**src/rtl/mtr_pkg.sv**
```systemverilog
// Shared types and helpers for the motor ramp block: command type, full-scale
// limit, per-side ramp states and the target clamp.
package mtr_pkg;

  typedef logic signed [10:0] cmd_t;

  localparam cmd_t CMD_MAX      = 11'sd1023;
  // The downstream PWM stage cannot represent -1024, so it is never produced.
  localparam cmd_t CMD_NEG_FULL = 11'sh400;

  typedef enum logic [1:0] {
    IDLE  = 2'd0,
    RAMP  = 2'd1,
    DWELL = 2'd2
  } ramp_state_t;

  function automatic cmd_t clamp_cmd(input cmd_t value);
    cmd_t result;
    result = value;
    if (value == CMD_NEG_FULL) begin
      result = -CMD_MAX;
    end
    return result;
  endfunction

endpackage

```
**src/rtl/mtr_ramp_side.sv**
```systemverilog
// One wheel's ramp: latched target, slew-limited command, direction memory and
// the zero-dwell that must elapse before the command may change sign.
module mtr_ramp_side
  import mtr_pkg::*;
#(
  parameter int STEP      = 8,
  parameter int REV_DWELL = 4
) (
  input  logic clk,
  input  logic rst_n,
  input  logic tick,
  input  logic estop,
  input  logic tgt_vld,
  input  cmd_t tgt_req,
  output cmd_t cur,
  output cmd_t tgt
);

  localparam int DW = (REV_DWELL < 2) ? 1 : $clog2(REV_DWELL + 1);
  localparam logic signed [11:0] STEP_W = 12'(STEP);
  localparam cmd_t               STEP_C = 11'(STEP);

  ramp_state_t       state;
  logic [DW-1:0]     dwell;
  logic              last_dir;

  logic              opposing;
  cmd_t              eff_tgt;
  logic signed [11:0] eff_ext;
  logic signed [11:0] cur_ext;
  logic signed [11:0] diff;
  logic signed [11:0] mag;
  cmd_t              step_val;
  logic              tgt_nz;
  logic              same_dir;

  // A target of the opposite sign only pulls the command down to zero; the
  // sign change itself has to go through the dwell.
  always_comb begin
    opposing = (cur != '0) && (tgt != '0) && (cur[10] != tgt[10]);
    eff_tgt  = opposing ? '0 : tgt;
    eff_ext  = {eff_tgt[10], eff_tgt};
    cur_ext  = {cur[10], cur};
    diff     = eff_ext - cur_ext;
    mag      = diff[11] ? -diff : diff;
    step_val = eff_tgt;
    if (mag > STEP_W) begin
      step_val = diff[11] ? (cur - STEP_C) : (cur + STEP_C);
    end
    tgt_nz   = (tgt != '0);
    same_dir = (tgt[10] == last_dir);
  end

  always_ff @(posedge clk or negedge rst_n) begin
    if (!rst_n) begin
      cur      <= '0;
      tgt      <= '0;
      state    <= IDLE;
      dwell    <= '0;
      last_dir <= 1'b0;
    end else if (estop) begin
      cur      <= '0;
      tgt      <= '0;
      state    <= IDLE;
      dwell    <= '0;
    end else begin
      if (tgt_vld) begin
        tgt <= clamp_cmd(tgt_req);
      end
      // The step below reads the old tgt, so a coincident request waits a tick.
      if (tick) begin
        case (state)
          IDLE: begin
            if (tgt_nz && (same_dir || (dwell == '0))) begin
              state    <= RAMP;
              cur      <= step_val;
              last_dir <= step_val[10];
            end
          end
          RAMP: begin
            cur <= step_val;
            if (step_val != '0) begin
              last_dir <= step_val[10];
            end else if (cur != '0) begin
              state <= DWELL;
              dwell <= DW'(REV_DWELL);
            end else begin
              state <= IDLE;
            end
          end
          DWELL: begin
            if (tgt_nz && same_dir) begin
              state    <= RAMP;
              cur      <= step_val;
              last_dir <= step_val[10];
              dwell    <= '0;
            end else if (dwell <= DW'(1)) begin
              state <= IDLE;
              dwell <= '0;
            end else begin
              dwell <= dwell - DW'(1);
            end
          end
          default: begin
            state <= IDLE;
            dwell <= '0;
          end
        endcase
      end
    end
  end

endmodule

```
**src/rtl/mtr_ramp.sv**
```systemverilog
// Motor command ramp: shared tick divider feeding two slew-limited sides, with
// emergency stop and a registered both-sides-settled flag.
module mtr_ramp
  import mtr_pkg::*;
#(
  parameter int TICK_DIV  = 500,
  parameter int STEP      = 8,
  parameter int REV_DWELL = 4
) (
  input  logic        clk,
  input  logic        rst_n,
  input  logic [10:0] lft_tgt,
  input  logic [10:0] rht_tgt,
  input  logic        tgt_vld,
  input  logic        estop,
  output logic [10:0] lft,
  output logic [10:0] rht,
  output logic        at_tgt
);

  localparam int CW = $clog2(TICK_DIV);

  logic [CW-1:0] tick_cnt;
  logic          tick;
  cmd_t          lft_cur;
  cmd_t          rht_cur;
  cmd_t          lft_tgt_q;
  cmd_t          rht_tgt_q;

  assign tick = (tick_cnt == CW'(TICK_DIV - 1));

  // Free-running so the ramp cadence stays fixed regardless of estop or requests.
  always_ff @(posedge clk or negedge rst_n) begin
    if (!rst_n) begin
      tick_cnt <= '0;
    end else if (tick) begin
      tick_cnt <= '0;
    end else begin
      tick_cnt <= tick_cnt + CW'(1);
    end
  end

  mtr_ramp_side #(
    .STEP      (STEP),
    .REV_DWELL (REV_DWELL)
  ) u_lft (
    .clk     (clk),
    .rst_n   (rst_n),
    .tick    (tick),
    .estop   (estop),
    .tgt_vld (tgt_vld),
    .tgt_req (cmd_t'(lft_tgt)),
    .cur     (lft_cur),
    .tgt     (lft_tgt_q)
  );

  mtr_ramp_side #(
    .STEP      (STEP),
    .REV_DWELL (REV_DWELL)
  ) u_rht (
    .clk     (clk),
    .rst_n   (rst_n),
    .tick    (tick),
    .estop   (estop),
    .tgt_vld (tgt_vld),
    .tgt_req (cmd_t'(rht_tgt)),
    .cur     (rht_cur),
    .tgt     (rht_tgt_q)
  );

  assign lft = lft_cur;
  assign rht = rht_cur;

  // Compares the already-registered commands, so it trails each update by a cycle.
  always_ff @(posedge clk or negedge rst_n) begin
    if (!rst_n) begin
      at_tgt <= 1'b1;
    end else begin
      at_tgt <= (lft_cur == lft_tgt_q) && (rht_cur == rht_tgt_q);
    end
  end

endmodule

```
**config.mk**
```make
export PLATFORM = sky130hd
export DESIGN_NAME = mtr_ramp
export DESIGN_NICKNAME = d
export VERILOG_FILES = /design/src/rtl/mtr_pkg.sv /design/src/rtl/mtr_ramp_side.sv /design/src/rtl/mtr_ramp.sv
export SDC_FILE = /design/constraint.sdc
export NUM_CORES = 1
export LEC_CHECK = 0
export CAP_MARGIN = 20
export CORE_MARGIN = 5
export CORE_UTILIZATION = 48
export DETAILED_ROUTE_END_ITERATION = 10
export GPL_ROUTABILITY_DRIVEN = 0
export MAX_ROUTING_LAYER = met4
export PLACE_DENSITY = 0.67
export SLEW_MARGIN = 10
export SYNTH_ARGS = -nofsm -noshare
export SYNTH_HDL_FRONTEND = slang
export SYNTH_SLANG_ARGS = --single-unit
```
**constraint.sdc**
```tcl
create_clock -name clk -period 8.7 [get_ports clk]
set_input_delay 2.175 -clock clk [delete_from_list [all_inputs] [get_ports clk]]
set_output_delay 2.175 -clock clk [all_outputs]
set_load 0.01 [all_outputs]
```
==> metrics <==
Netlist cell types=94; Setup Crit Path Kind=reg2reg; status=finished, final reports clean; P per Cell Area=about 130 nW/um^2; Syn-to-layout area delta=13.38%; DP Worst Slack=2815 ps; final WL=17.82 mm; critical path arrival=6160 ps; fin. max-slew vios=0; ys async rst share=100.0%; Setup crit start kind=flip-flop; ANT nets after route=0; DP HPWL=13.76 mm; Fin Clk Skew=6.523 ps; WL/cell=17.89 um; Root Driver=clkbuf_16; Max-slew headroom=a little under 40%; layout cells sized above 1=8.415%; CTS tree=built; Die X=between 100 and 150 um; EDFF count, synth=0; CP endpoint kind=flip-flop; Synth top cells by count=65 x dfrtp_1, 63 x nor2_1, 57 x inv_1; Synth warnings=0; Post-CTS Hold Fix Bufs=0; final setup margin=2792 ps; crit path time final=roughly 5900 ps; P_int=about 0.64 mW; Cells after Synth=around 780; crit path max fanout=12; global-route wire length before repair=a little under 30 mm; FP Rows=42; most repeated cell in the gate-level netlist after synthesis=dfrtp_1; max cap viols=0; diodes inserted=0; antenna violations before repair=0; clk sink count=66; core area=13350 sq um; clk buf depth=2; Seq/Total Area, Yosys=approximately 25%; Yosys top cell by area=dfrtp_1; fmax=0.1693 GHz; Synth top area share=24.71%; Synth Flop Type=dfrtp_1; Filler cells=between 1k and 1.5k; Clock transition at path regs=60 ps; worst min path class=reg2reg; clk_lat worst skew=330 ps; Reg power frac=32.4%; post-synth net total=856; # IOs=49; GRT Total Usage=22.87%; Die Area=16150 sq um; Mapped Area=about 6600 sq um; H-tree levels=3; Seq cells post-synth=66; worst path required time=around 9000 ps; Final Hold Fails=0; vias=6115; dominant cells by area after synthesis=dfrtp_1 25%, ha_1 9.5%, mux2i_1 6.5%; initial drt markers=between 500 and 600; total gr overflow=0; # nets final=895; drt pass-1 iters=6; cts repair resizes=0; Gate power share=between 30% and 40%; number of setup buffers added after CTS=0; routed vias/inst=6.140; Fin Setup TNS=0 ps; IO Port Bufs=48; fin crit share=67.91%; drt drc=0; P_leak=3.326 nW; Inserted Clock Buffers=9; clock group share of total power=34.8%; syn avg cell area=8.481 sq um; vias in the first global route=5950; final setup fails=0; Worst Max-Slew Pin Slew=914.7 ps; largest net degree at the start of global routing=67; initial core utilization=slightly below 50%; worst reg-to-reg setup slack=2790 ps; Die Y=127.1 um; unrepaired setup endpoints after global routing=no; Psw=about 0.36 mW; Peak VDD IR=0.1220 mV; Sw Share=35.73%
-- cell families (layout without fill, tap and decap cells) --
group / after synthesis / count (layout) / synth area share (%)
and+or+nand+nor: 267 / 267 / 21.81
AOI/OAI and AO/OA: 198 / 198 / 21.08
buffers and inverters: 82 / 126 / 5.285
DFF: 66 / 66 / 25.11
xor gates and xnor gates: 59 / 59 / 8.080
adders and majority gates: 54 / 54 / 10.72
muxes: 50 / 50 / 7.909
-- worst paths after layout --
check,from,end,depth (start not counted)
worst min-delay path,tick_cnt[0],tick_cnt[0],1
worst min register to register,tick_cnt[0],tick_cnt[0],1
max in group asynchronous,rst_n,u_rht.dwell[1],2
worst max-delay path,u_rht.cur[10],u_rht.state[0],21
min in group asynchronous,rst_n,u_rht.tgt[0],2
worst max register to register,u_rht.cur[10],u_rht.state[0],21
-- per-layer routing --
layer / GRT usage, % / share of wire (%) / vias up
met3: 2.713 / 4.3 / 43
met1: 28.68 / 44 / 2928
met2: 38.36 / 49 / 209
li1: - / - / 2935
met4: 8.013 / 2.6 / 0
met5: - / 0 / -
-- through the flow --
stage                     utilization [%]  total power [mW]  std cells  cell area [sq um]  hold WS [ps]
after floorplan                         -            0.5751        776               6581         447.9
after global placement              53.77            0.6455        980               7177         461.2
after detailed placement            53.77            0.6532        980               7177         468.5
after CTS                           55.91             1.005        996               7462         478.4
after global routing                55.91             1.058        996               7462         509.7
final                               55.91             1.003        996               7462         479.0
-- power groups by stage --
stage | Combinational [mW] | Sequential, mW | Clock (mW)
floorplan | 0.248 | 0.327 | 0
global placement | 0.315 | 0.330 | 0
detailed placement | 0.323 | 0.331 | 0
CTS | 0.325 | 0.325 | 0.355
global route | 0.361 | 0.326 | 0.371
finish | 0.328 | 0.326 | 0.349
-- layout by cell type (no fill, tap or decap), types with 21 or more instances in the layout --
master	netlist	final
nand2_1	51	51
xor2_1	31	31
dfrtp_1	65	65
o21ai_0	39	39
a21oi_1	52	52
inv_1	57	57
xnor2_1	26	26
nor2_1	63	63
clkdlybuf4s50_1	0	47
ha_1	50	50
nor4_1	21	21
mux2i_1	43	43
-- critical path, stage by stage, from the launching register on --
cell and delay, ps:
dfrtp_1 480, nor4_1 370, nand3_1 210, nand3_1 390, nand2_1 130, inv_1 80, ha_1 270, or3_1 410
and4_4 210, o22a_1 230, o21ai_4 350, inv_2 180, fa_1 430, inv_1 80, a21o_1 100, a21oi_1 90
xnor2_1 150, or4_1 530, nor3_1 420, mux2i_4 210, a31oi_1 300, mux2i_1 210
-- state kept, by name (all words and copies together) (netlist names), 3 cells and up --
signal / cells
u_rht.dwell: 3
u_lft.tgt: 11
u_rht.tgt: 11
u_lft.dwell: 3
u_lft.cur: 11
tick_cnt: 9
u_rht.cur: 11
-- cell type report --
cell class / count / area, sq um / area share, %
repair buffers: 52 / 505.5 / 6.774
clock inverters: 7 / 60.06 / 0.8048
flip-flops and latches: 66 / 1653 / 22.15
inverters: 58 / 217.7 / 2.918
multi-input cells: 628 / 4581 / 61.38
well taps: 176 / 220.2 / 2.951
clock buffers: 9 / 225.2 / 3.018
Note: power is estimated with default switching activity, not from simulation.
